--- src/rtl/fetch_unit.sv ---
// rtl/fetch_unit.sv - mips_16 instruction fetch front end with 2-entry prefetch FIFO
module fetch_unit #(
    parameter logic [15:0] RESET_PC  = 16'h0000,
    parameter logic [15:0] NOP_INSTR = 16'h0000
) (
    input  logic        clk,
    input  logic        rst_n,
    input  logic        instruction_fetch_en,
    input  logic        branch_taken,
    input  logic [5:0]  branch_offset_imm,
    output logic [15:0] instruction,
    output logic [15:0] current_pc,
    output logic        fetch_stall,
    output logic        imem_req,
    output logic [15:0] imem_addr,
    input  logic        imem_ack,
    input  logic [15:0] imem_rdata
);

    typedef enum logic {FETCH = 1'b0, DRAIN = 1'b1} state_t;

    state_t      state, state_nxt;
    logic [15:0] fifo_instr [2];
    logic [15:0] fifo_pc    [2];
    logic [1:0]  count;
    logic [15:0] fetch_pc;
    logic [15:0] id_pc;
    logic [15:0] drain_addr;
    logic        redirect;
    logic        pop;
    logic        push;
    logic [15:0] target;

    assign redirect = branch_taken & instruction_fetch_en;
    assign target   = id_pc + 16'd1 + {{10{branch_offset_imm[5]}}, branch_offset_imm};
    assign pop      = instruction_fetch_en & (count != 2'd0) & ~redirect;
    assign push     = (state == FETCH) & imem_req & imem_ack & ~redirect;

    always_ff @(posedge clk or negedge rst_n) begin
        if (!rst_n) begin
            state <= FETCH;
        end else begin
            state <= state_nxt;
        end
    end

    // An outstanding request cannot be withdrawn, so a redirect mid-request parks in DRAIN
    always_comb begin
        state_nxt = state;
        case (state)
            FETCH: if (redirect && imem_req && !imem_ack) state_nxt = DRAIN;
            DRAIN: if (imem_ack) state_nxt = FETCH;
            default: state_nxt = FETCH;
        endcase
    end

    always_comb begin
        instruction = NOP_INSTR;
        if (count != 2'd0 && !redirect) instruction = fifo_instr[0];
        current_pc  = (count != 2'd0) ? fifo_pc[0] : fetch_pc;
        fetch_stall = (count == 2'd0);
        imem_req    = rst_n & (((state == FETCH) & (count != 2'd2)) | (state == DRAIN));
        imem_addr   = (state == FETCH) ? fetch_pc : drain_addr;
    end

    always_ff @(posedge clk or negedge rst_n) begin
        if (!rst_n) begin
            count      <= 2'd0;
            fetch_pc   <= RESET_PC;
            id_pc      <= 16'h0000;
            drain_addr <= 16'h0000;
            for (int i = 0; i < 2; i++) begin
                fifo_instr[i] <= 16'h0000;
                fifo_pc[i]    <= 16'h0000;
            end
        end else begin
            if (pop) id_pc <= fifo_pc[0];

            if (redirect) fetch_pc <= target;
            else if (push) fetch_pc <= fetch_pc + 16'd1;

            if (state == FETCH && redirect && imem_req && !imem_ack) drain_addr <= fetch_pc;

            if (redirect) begin
                count <= 2'd0;
            end else begin
                case ({push, pop})
                    2'b10: begin
                        fifo_instr[count[0]] <= imem_rdata;
                        fifo_pc[count[0]]    <= fetch_pc;
                        count                <= count + 2'd1;
                    end
                    2'b01: begin
                        fifo_instr[0] <= fifo_instr[1];
                        fifo_pc[0]    <= fifo_pc[1];
                        count         <= count - 2'd1;
                    end
                    2'b11: begin
                        if (count == 2'd2) begin
                            fifo_instr[0] <= fifo_instr[1];
                            fifo_pc[0]    <= fifo_pc[1];
                            fifo_instr[1] <= imem_rdata;
                            fifo_pc[1]    <= fetch_pc;
                        end else begin
                            fifo_instr[0] <= imem_rdata;
                            fifo_pc[0]    <= fetch_pc;
                        end
                    end
                    default: ;
                endcase
            end
        end
    end

endmodule

--- config.mk ---
export PLATFORM = sky130hd
export DESIGN_NAME = fetch_unit
export DESIGN_NICKNAME = d
export VERILOG_FILES = /design/src/rtl/fetch_unit.sv
export SDC_FILE = /design/constraint.sdc
export NUM_CORES = 1
export LEC_CHECK = 0
export ABC_AREA = 1
export ABC_CLOCK_PERIOD_IN_PS = 3480
export BUFFER_PORTS_ARGS = -buffer_cell sky130_fd_sc_hd__buf_2
export CORE_MARGIN = 3
export CORE_UTILIZATION = 34
export DETAILED_ROUTE_END_ITERATION = 7
export PLACE_DENSITY_LB_ADDON = 0.15
export SLEW_MARGIN = 15
export SYNTH_ARGS = -nofsm -noshare
export SYNTH_HDL_FRONTEND = slang
export SYNTH_SLANG_ARGS = --single-unit
--- constraint.sdc ---
create_clock -name clk -period 3.48 [get_ports clk]
set_input_delay 0.174 -clock clk [delete_from_list [all_inputs] [get_ports clk]]
set_output_delay 0.174 -clock clk [all_outputs]
set_load 0.02 [all_outputs]
After elaboration in Yosys (flattened, before gate mapping) --
Index checks and enable logic that the tools add are counted.
Word-level totals: flip-flop bits (word level) 115, output and inout port bits 50
Cells by class: $add $sub $neg 5, magnitude comparators 2, equal/unequal tests 6, mux-type cells 22, bitwise operators 12, reductions and logical operators 17
Operator list (count):
- $mux 16 | 10
- $pmux 16 s3 | 2
- $bwmux 32 | 2
- $pmux 16 s2 | 2
- $add 16x1->16 const B | 2
- $add 16x16->16 | 1
- $demux 16 s1 | 1
- $and 1x1->1 | 8
- $logic_and 1x1->1 | 7
- $eq 2x2->1 const B | 3
- $reduce_bool 2->1 | 3
- $reduce_bool 3->1 | 2
- $ne 2x2->1 const B | 2
- $pmux 2 s2 | 1
- $reduce_and 3->1 | 1
- $add 2x1->2 const B | 1
- $eq 2x1->1 const B | 1
- $ge 2x2->1 const B | 1
- $logic_not 1->1 | 2
- $logic_not 2->1 | 1
- $lt 2x1->1 const B | 1
- $mux 1 | 2
- $mux 2 | 1
- $not 1->1 | 2
- other kinds (5) | 5

Logic depth before layout (Yosys ltp) --
Gate-level depths: netlist (run 1).
depth after elaboration 10, depth in mapped cells 13, depth with buffers taken out 13

Worst setup path before layout (run 1) --
No wires, ideal clock.
path type flip-flop to output port, start register count[0], end output port current_pc[10], data arrival time 1.576 ns, setup slack 1.730 ns, cell stages (with the launch flop) 5, path through dfrtp_1 clkbuf_1 nor2_1 clkbuf_1 o21ai_0
Between the ends: word-level cells in the longest chain between the ends 2
RTL lines:
- start: declaration | RTL line 25 | logic [1:0] count;
- start signal: assignment | RTL line 91 | count <= count + 2'd1;
- start signal: assignment | RTL line 96 | count <= count - 2'd1;
- $reduce_bool 2->1 | RTL line 60 | current_pc = (count != 2'd0) ? fifo_pc[0] : fetch_pc;
- $mux 16 | RTL line 60
- end: declaration | RTL line 12 | output logic [15:0] current_pc,
No other way between the ends.

Final worst setup path (run 1) --
start register count[0], end register fifo_pc[26] (netlist bit)
Between the ends: word-level cells in the longest chain between the ends 10
RTL lines:
- $ne 2x2->1 | RTL line 62 | imem_req = rst_n & (((state == FETCH) & (count != 2'd2)) | (state == DRAIN));
- $and 1x1->1 | RTL line 62
- $or 1x1->1 | RTL line 62
- $and 1x1->1 | RTL line 62
- $and 1x1->1 (3 in a row) | RTL line 37 | assign push = (state == FETCH) & imem_req & imem_ack & ~redirect;
- $eq 2x2->1 or $eq 2x1->1 (tied branches) | RTL line 87 | case ({push, pop})
- $reduce_bool 3->1 (no source line)
- $reduce_and 2->1 (no source line)
- end signal: indexed assignment | RTL line 90 | fifo_pc[count[0]] <= fetch_pc;
- end: declaration | RTL line 24 | logic [15:0] fifo_pc [2];
Parallel ways exist; a longest one is shown, timed or not. A chain may end at the register's enable or synchronous reset.

==> results of run 1 <==
## synth_stat cells
cell      number
ha_1          16
nand2_1      222
buf_6          2
nor2_4         1
nand2_2        3
o221ai_1       1
xnor2_1        1
or2_2          4
inv_2          3
nor2_2         2
o21ai_2        1
a31oi_1        4
nand3b_1       2
nand4_4        1
clkbuf_1      28
a211oi_1       1
a22oi_1        1
a21oi_2        1
o31ai_1       15
o211ai_1       1
o21ai_0       95
nor3_2         1
nor2_1        94
a21oi_1       98
nand4_1        3
and2_1         4
buf_4          1
dfrtp_1      115
nor3_1         4
xor2_1         8
fa_1           1
o22ai_1        3
nand3_1       48
buf_2         13
o21bai_1       1
inv_1        103
## stage by stage
step | area, µm² | instances | utilization
6_report | 7990 | 1256 | 0.424
4_1_cts | 7990 | 1256 | 0.424
5_1_grt | 7990 | 1256 | 0.424
2_1_floorplan | 6560 | 902 | -
3_3_place_gp | 7200 | 1209 | 0.382
3_5_place_dp | 7200 | 1209 | 0.382
## worst min-delay path, delay by kind of cell
| family | cells | cell delay, ps |
|---|---|---|
| compound gates | 1 | 60 |
| simple gates | 1 | 60 |
| buf+inv | 1 | 110 |
## area by class of cell
cell class / count / share of cell area
clock buffer: 23 / 0.0611
clock inverter: 9 / 0.0188
inverter: 106 / 0.0498
multi-input combinational: 637 / 0.387
sequential: 115 / 0.360
tap: 260 / 0.0407
timing repair buffer: 106 / 0.0824
## worst paths after layout
check	from	end	cells after the start
min in group asynchronous	rst_n	drain_addr[0]	3
max in group asynchronous	rst_n	id_pc[14]	3
worst max-delay path	count[0]	fifo_pc[26]	8
worst max register to register	count[0]	fifo_pc[26]	8
worst min register to register	id_pc[8]	id_pc[8]	2
worst min-delay path	imem_rdata[3]	fifo_instr[19]	3
## kinds of logic (layout without fill, tap and decap cells)
family                     after synthesis  count (layout)  share of synthesized area
AOI/OAI and AO/OA                      222             222                      0.180
xor gates and xnor gates                 9               9                     0.0120
adders and majority gates               17              17                     0.0336
buffers and inverters                  150             244                     0.0912
DFF                                    115             115                      0.439
and+or+nand+nor                        389             389                      0.245
## registers in the layout, indices dropped and copies added, names as in the netlist
signal	cells
drain_addr	16
id_pc	16
count	2
fetch_pc	16
state	1
fifo_pc	32
fifo_instr	32
## routing by layer
layer	GRT usage	share of wire	up-vias
li1	-	-	3093
met5	0	0	-
met2	0.299	0.45	111
met4	0.0589	0.017	0
met1	0.266	0.49	2802
met3	0.0444	0.041	21
## power breakdown
| group | internal, µW | switching (µW) | total (µW) |
|---|---|---|---|
| registers | 1980 | 558 | 2530 |
| logic | 1210 | 2450 | 3660 |
| clock network | 1270 | 628 | 1900 |
## timing repair
action | 4_1_cts | 5_1_grt
endpoints found under the setup margin | 0 | 0
resized for setup | 0 | 0
hold buffers | 15 | 0
hold endpoints to repair | 68 | 0
==> run metrics, run 1 <==
Final Skew=~7.1 ps; RSZ-0062 raised after global routing=no; GPL Wtd Cong=0.799; register bit total from synthesis=~120; count of final hold-check violations=0; dpl hpwl=13.4 mm; Mapped Cells=between 900 and 1000; GRT Residual Overflow=0; Root Buffer=clkbuf_16; share of the synthesized area in the top cell type=0.439; Reg2Reg Setup Slack=940 ps; dominant cells by area after synthesis=dfrtp_1 (44%), nand2_1 (13%), a21oi_1 (7.5%); Via density=4.80; worst-path cell chain=inv_2 -> nand2_2 -> nand4_4 -> nor2_2 -> a21oi_2 -> inv_2 -> nor2_1 -> a21oi_1; CP Data Required Time=3820 ps; Final nets=1027; Critical Path Max Stage Delay=860 ps; pwr/cell area=between 1000 and 1500 mW/mm²; most common cell after layout, fill and taps aside=nand2_1; overall routing resource usage=0.192; Fmax=slightly below 0.4 GHz; worst-path maximum fanout=31; Routed WL=around 19 mm; number of buffers added on ports=76; Synth Warn #=0; static leakage=0.00405 µW; status=finished clean; Crit path max-delay family=flip-flops; crit path max-delay cell type=dfrtp_1; Inserted Diodes=0; CTS tree=yes; Startpoint Class=register; Inserted Clock Buffers=17; Crit path top cell by count=inv_2; clk buf depth=2; DRC=0; Routed Antenna Nets=0; Seq/Total Area, Yosys=0.439; Peak VDD IR=0.424 mV; clk slew on worst S/H paths=around 50 ps; Post-Syn Area=0.00656 mm²; core area=0.0188 mm²; Worst EP arrival=approximately 2900 ps; via count=6027; H-Tree Depth=4; Slew HR=0.401; Synth Area per Inst=7.27 µm²; vias in the first global route=5914; initial antenna violation count=0; setup bufs post-CTS=0; Period minus WS final=2540 ps; register area=0.00288 mm²; most frequent cells in the layout=nand2_1 (222), dfrtp_1 (115), inv_1 (103); Final setup viols=0; Detailed Route Iter0 Violations=374; Clock Latency Late Sink=420 ps; final worst slack=938 ps; worst slew pin tran=around 900 ps; Wirelength per Cell=15.2 µm; library cells used by synthesis=36; min-delay worst type=in -> reg; Max Cap Viol=0; fraction of layout cells with a size suffix above 1=0.140; kind of critical path=reg -> reg; Initial Util=0.348; Multi-input gate area=0.00309 mm²; largest net degree at the start of global routing=70; Place WS=~930 ps; fillers=2045; worst hold slack=18.9 ps; Syn Nets=946; post-synth top area cell=dfrtp_1; Bufs and invs on worst path=2; Max Slew Vio Count=0; first-pass GRT wire length=31.3 mm; # rows=50; first drt pass iteration count=5; I/O Pins=77; power consumption=8090 µW; Setup TNS=0 ps; Crit. End Element=register; Die H=between 100 and 150 µm; die footprint=0.0210 mm²; Layout area overhead=21.8%; Die Wd=145 µm; CTS Sinks=115; period utilisation layout=0.731
Note: power is estimated with default switching activity, not from simulation.
==> run 2, diff against run 1 <==
ABC_CLOCK_PERIOD_IN_PS = 2200   (was 3480)
clock period = 2.2 ns   (was 3.48 ns; I/O delays follow)
==> run metrics, run 2 (same netlist as run 1, synthesis figures left out) <==
status=finished clean; cell internal pwr=6880 µW; Inserted Diodes=0; # rows=50; Routed Antenna Nets=0; Period minus WS final=1900 ps; Wirelength per Cell=15.4 µm; worst-path maximum fanout=33; Die H=145 µm; Max Slew Vio Count=0; Via density=4.81; static leakage=0.00409 µW; dpl hpwl=13.6 mm; largest net degree at the start of global routing=63; Worst EP arrival=1790 ps; clk buf depth=2; Peak VDD IR=0.616 mV; Routed WL=19.5 mm; biggest regs=fifo_instr: 32 flops, fifo_pc: 32 flops; fraction of layout cells with a size suffix above 1=0.150; Root Buffer=clkbuf_16; Layout area overhead=23.0%; clk slew on worst S/H paths=60 ps; Inserted Clock Buffers=17; worst slew pin tran=812 ps; Final nets=1040; GPL Wtd Cong=0.829; most common cell after layout, fill and taps aside=nand2_1; RSZ-0062 raised after global routing=no; first-pass GRT wire length=32.0 mm; placed inst area=0.00729 mm²; DRC=0; Setup TNS=0 ps; met1 Track Usage GR=0.279; Final Skew=roughly 13 ps; Clock Latency Late Sink=430 ps; pwr/cell area=1590 mW/mm²; Startpoint Class=register; Clock Power Share=0.223; kind of critical path=reg -> out; Die Wd=145 µm; CTS tree=yes; via count=around 6100; GRT Residual Overflow=0; fraction of power consumed by sequential logic=0.304; Max Cap Viol=0; count of final hold-check violations=0; routing usage on met2=0.296; Final setup viols=0; post_cts resized=0; core area=0.0188 mm²; design area=slightly above 0.008 mm²; R2R cell count=8; first drt pass iteration count=5; CTS Sinks=115; die footprint=0.0210 mm²; switching part of the total power=0.462; period utilisation layout=0.862; NetSw=5910 µW; worst hold slack=51.6 ps; Detailed Route Iter0 Violations=between 400 and 500; CP Data Required Time=approximately 2100 ps; vias in the first global route=5868; number of buffers added on ports=76; Gate power share=0.473; H-Tree Depth=4; Crit. End Element=output port; min-delay worst type=in -> async; I/O Pins=77; Slew HR=0.459; Fmax=0.527 GHz; overall routing resource usage=0.197; grt met3 use=0.0427; Initial Util=0.348; most frequent cells in the layout=nand2_1 (222), dfrtp_1 (115), inv_1 (103); initial antenna violation count=0; GR peak layer=met2
[run 2: cell types whose count changed in the layout (fill, tap and decap cells not counted)]
cell,change
clkbuf_8,-2
clkbuf_1,-2
dlygate4sd3_1,+3
clkinv_4,+2
bufinv_16,-2
clkinv_2,-1
buf_4,+9
buf_12,+1
inv_6,+5
[run 2: final cells by class]
cell class,count,area (µm²)
Clock buffer,19,453
Clock inverter,13,146
Fill cell,1944,10800
Inverter,106,398
Multi-Input combinational cell,637,3090
Sequential cell,115,2880
Tap cell,260,325
Timing Repair Buffer,119,776
[run 2: stage by stage]
stage	power (µW)	cells	utilization	setup slack, ps
2_1_floorplan	7900	902	-	514
3_3_place_gp	9950	1219	0.387	363
3_5_place_dp	10000	1219	0.387	325
4_1_cts	12900	1269	0.428	266
5_1_grt	13900	1269	0.428	106
6_report	12800	1269	0.428	303
[run 2: timing repair]
action	4_1_cts	5_1_grt
hold buffers	18	0
buffers inserted	0	0
hold endpoints to repair	85	0
[run 2: worst paths after layout]
| kind | slack [ps] | from | end |
|---|---|---|---|
| max in group asynchronous | 1110 | rst_n | id_pc[15] |
| hold / removal | 50 | rst_n | drain_addr[0] |
| min in group clk | 130 | instruction_fetch_en | id_pc[0] |
| hold reg to reg | 490 | id_pc[7] | id_pc[7] |
| setup reg to reg | 310 | count[0] | fifo_instr[1] |
| setup / recovery | 300 | count[1] | current_pc[14] |
[run 2: worst max-delay path, stage by stage, from the launching register on]
cell	delay, ps
dfrtp_1	430
nor2_2	140
buf_4	340
nand2_1	80
o21ai_0	130
buf_2	230
[run 2: power by group through the flow]
| stage | clock, µW | sequential [µW] | combinational [µW] |
|---|---|---|---|
| 2_1_floorplan | 0 | 3630 | 4270 |
| 3_3_place_gp | 0 | 3900 | 6040 |
| 3_5_place_dp | 0 | 3900 | 6100 |
| 4_1_cts | 2900 | 3890 | 6130 |
| 5_1_grt | 3010 | 4030 | 6900 |
| 6_report | 2850 | 3890 | 6050 |
[run 2: per-layer routing]
layer,vias to the layer above,share of wire
met5,-,0
met4,0,0.020
li1,3115,-
met2,147,0.44
met3,24,0.048
met1,2818,0.49
==> run 3, diff against run 2 <==
PLACE_DENSITY_LB_ADDON = default   (was 0.15)
==> run metrics, run 3 (same netlist as run 1, synthesis figures left out) <==
R2R cell count=12; worst-path maximum fanout=50; Layout Utilization=0.432; most frequent cells in the layout=nand2_1 (222), dfrtp_1 (115), inv_1 (103); period utilisation layout=0.889; static leakage=0.00412 µW; DRC=0; Initial Util=0.348; Crit. End Element=output port; worst slew pin tran=875 ps; Crit Reg-Reg Endpoint=fetch_pc[12]; Crit path top cell by count=buf_4; dpl hpwl=between 10 and 15 mm; Startpoint Class=input port; Final nets=1041; Slew HR=0.417; initial antenna violation count=0; H-Tree Depth=4; Worst EP arrival=1850 ps; via count=6152; most common cell after layout, fill and taps aside=nand2_1; Via density=~4.8; first drt pass iteration count=5; Layout area overhead=23.9%; Clock Latency Late Sink=420 ps; die footprint=around 0.021 mm²; R2R Path Start=id_pc[0]; design area=0.00813 mm²; Gate power share=0.464; final worst slack=244 ps; Peak VDD IR=0.665 mV; Inserted Diodes=0; count of final hold-check violations=0; Final setup viols=0; Final Skew=11.8 ps; fraction of power consumed by sequential logic=0.301; placed inst area=0.00730 mm²; Clock Power Share=0.235; number of buffers added on ports=76; Routed WL=between 15 and 20 mm; crit path max-delay cell type=buf_4; Reg2Reg Setup Slack=330 ps; Critical Path Max Stage Delay=540 ps; status=finished clean; Routed Antenna Nets=0; CP Data Required Time=about 2100 ps; M1 WL=around 9.1 mm; cell internal pwr=7100 µW; Root Buffer=clkbuf_16; clk slew on worst S/H paths=60 ps; Period minus WS final=1960 ps; vias in the first global route=5890; CTS tree=yes; WL met2=between 8 and 9 mm; Inserted Clock Buffers=17; Setup TNS=0 ps; Detailed Route Iter0 Violations=338; NetSw=roughly 6000 µW; switching part of the total power=0.454; # rows=50; Die H=145 µm; critical path startpoint=rst_n; pwr/cell area=1600 mW/mm²; worst-path cell chain=dlygate4sd3_1 -> buf_4 -> buf_4 -> o21ai_0 -> inv_1 -> buf_2; overall routing resource usage=0.190; largest net degree at the start of global routing=65; min-delay worst type=in -> async; Max Cap Viol=0; RSZ-0062 raised after global routing=no; GRT Residual Overflow=0; Die Wd=145 µm; met3 routed wirelength=1.06 mm; core area=0.0188 mm²; clk buf depth=2; Fmax=0.511 GHz; first-pass GRT wire length=about 31 mm; fraction of layout cells with a size suffix above 1=0.150; Wirelength per Cell=14.8 µm; GPL Wtd Cong=0.872; biggest regs=fifo_instr: 32 flops, fifo_pc: 32 flops; kind of critical path=in -> out; Max Slew Vio Count=0; CTS Sinks=between 100 and 150; Place WS=329 ps; I/O Pins=77; top layer in use=met4
run 3: what timing repair did:
action                    in CTS  in global routing
hold buffers                  18                  0
buffers inserted               0                  0
hold endpoints to repair      82                  0
gates resized for setup        0                  0
run 3: metrics by stage:
step           power, µW  cells  hold slack [ps]
3_5_place_dp        9980   1220            -62.9
3_3_place_gp        9890   1220            -65.5
6_report           13000   1270             34.9
4_1_cts            13100   1270             25.7
2_1_floorplan       7900    902             -186
5_1_grt            14100   1270             42.7
run 3: final cells by class:
| type | instances | area [µm²] |
|---|---|---|
| Inverter | 106 | 398 |
| Tap cell | 260 | 325 |
| Fill cell | 1939 | 10700 |
| Clock inverter | 15 | 220 |
| Multi-Input combinational cell | 637 | 3080 |
| Sequential cell | 115 | 2880 |
| Clock buffer | 17 | 425 |
| Timing Repair Buffer | 120 | 796 |
run 3: how the worst max path moves through the flow:
stage | to | slack, ps | cells after the start
after floorplan | current_pc[10] | 510 | 4
after global placement | fetch_pc[14] | 380 | 13
after detailed placement | fetch_pc[14] | 330 | 13
after CTS | imem_req | 180 | 6
after global routing | imem_req | 50 | 6
final | imem_req | 240 | 6
run 3: layer usage:
metal  vias to the layer above  track usage
li1                       3110            -
met1                      2844        0.273
met2                       177        0.288
met3                        21       0.0437
met4                         0       0.0520
met5                         -            0
run 3: power groups by stage:
stage | Combinational (µW) | Sequential [µW] | Clock, µW
final | 6030 | 3910 | 3050
after global placement | 5960 | 3920 | 0
after CTS | 6090 | 3910 | 3100
after global routing | 6840 | 4050 | 3220
after floorplan | 4270 | 3630 | 0
after detailed placement | 6040 | 3930 | 0
run 3: worst max-delay path, delay by kind of cell:
| family | cells | cell delay [ps] |
|---|---|---|
| buffers and inverters | 5 | 1480 |
| AOI/OAI and AO/OA | 1 | 250 |
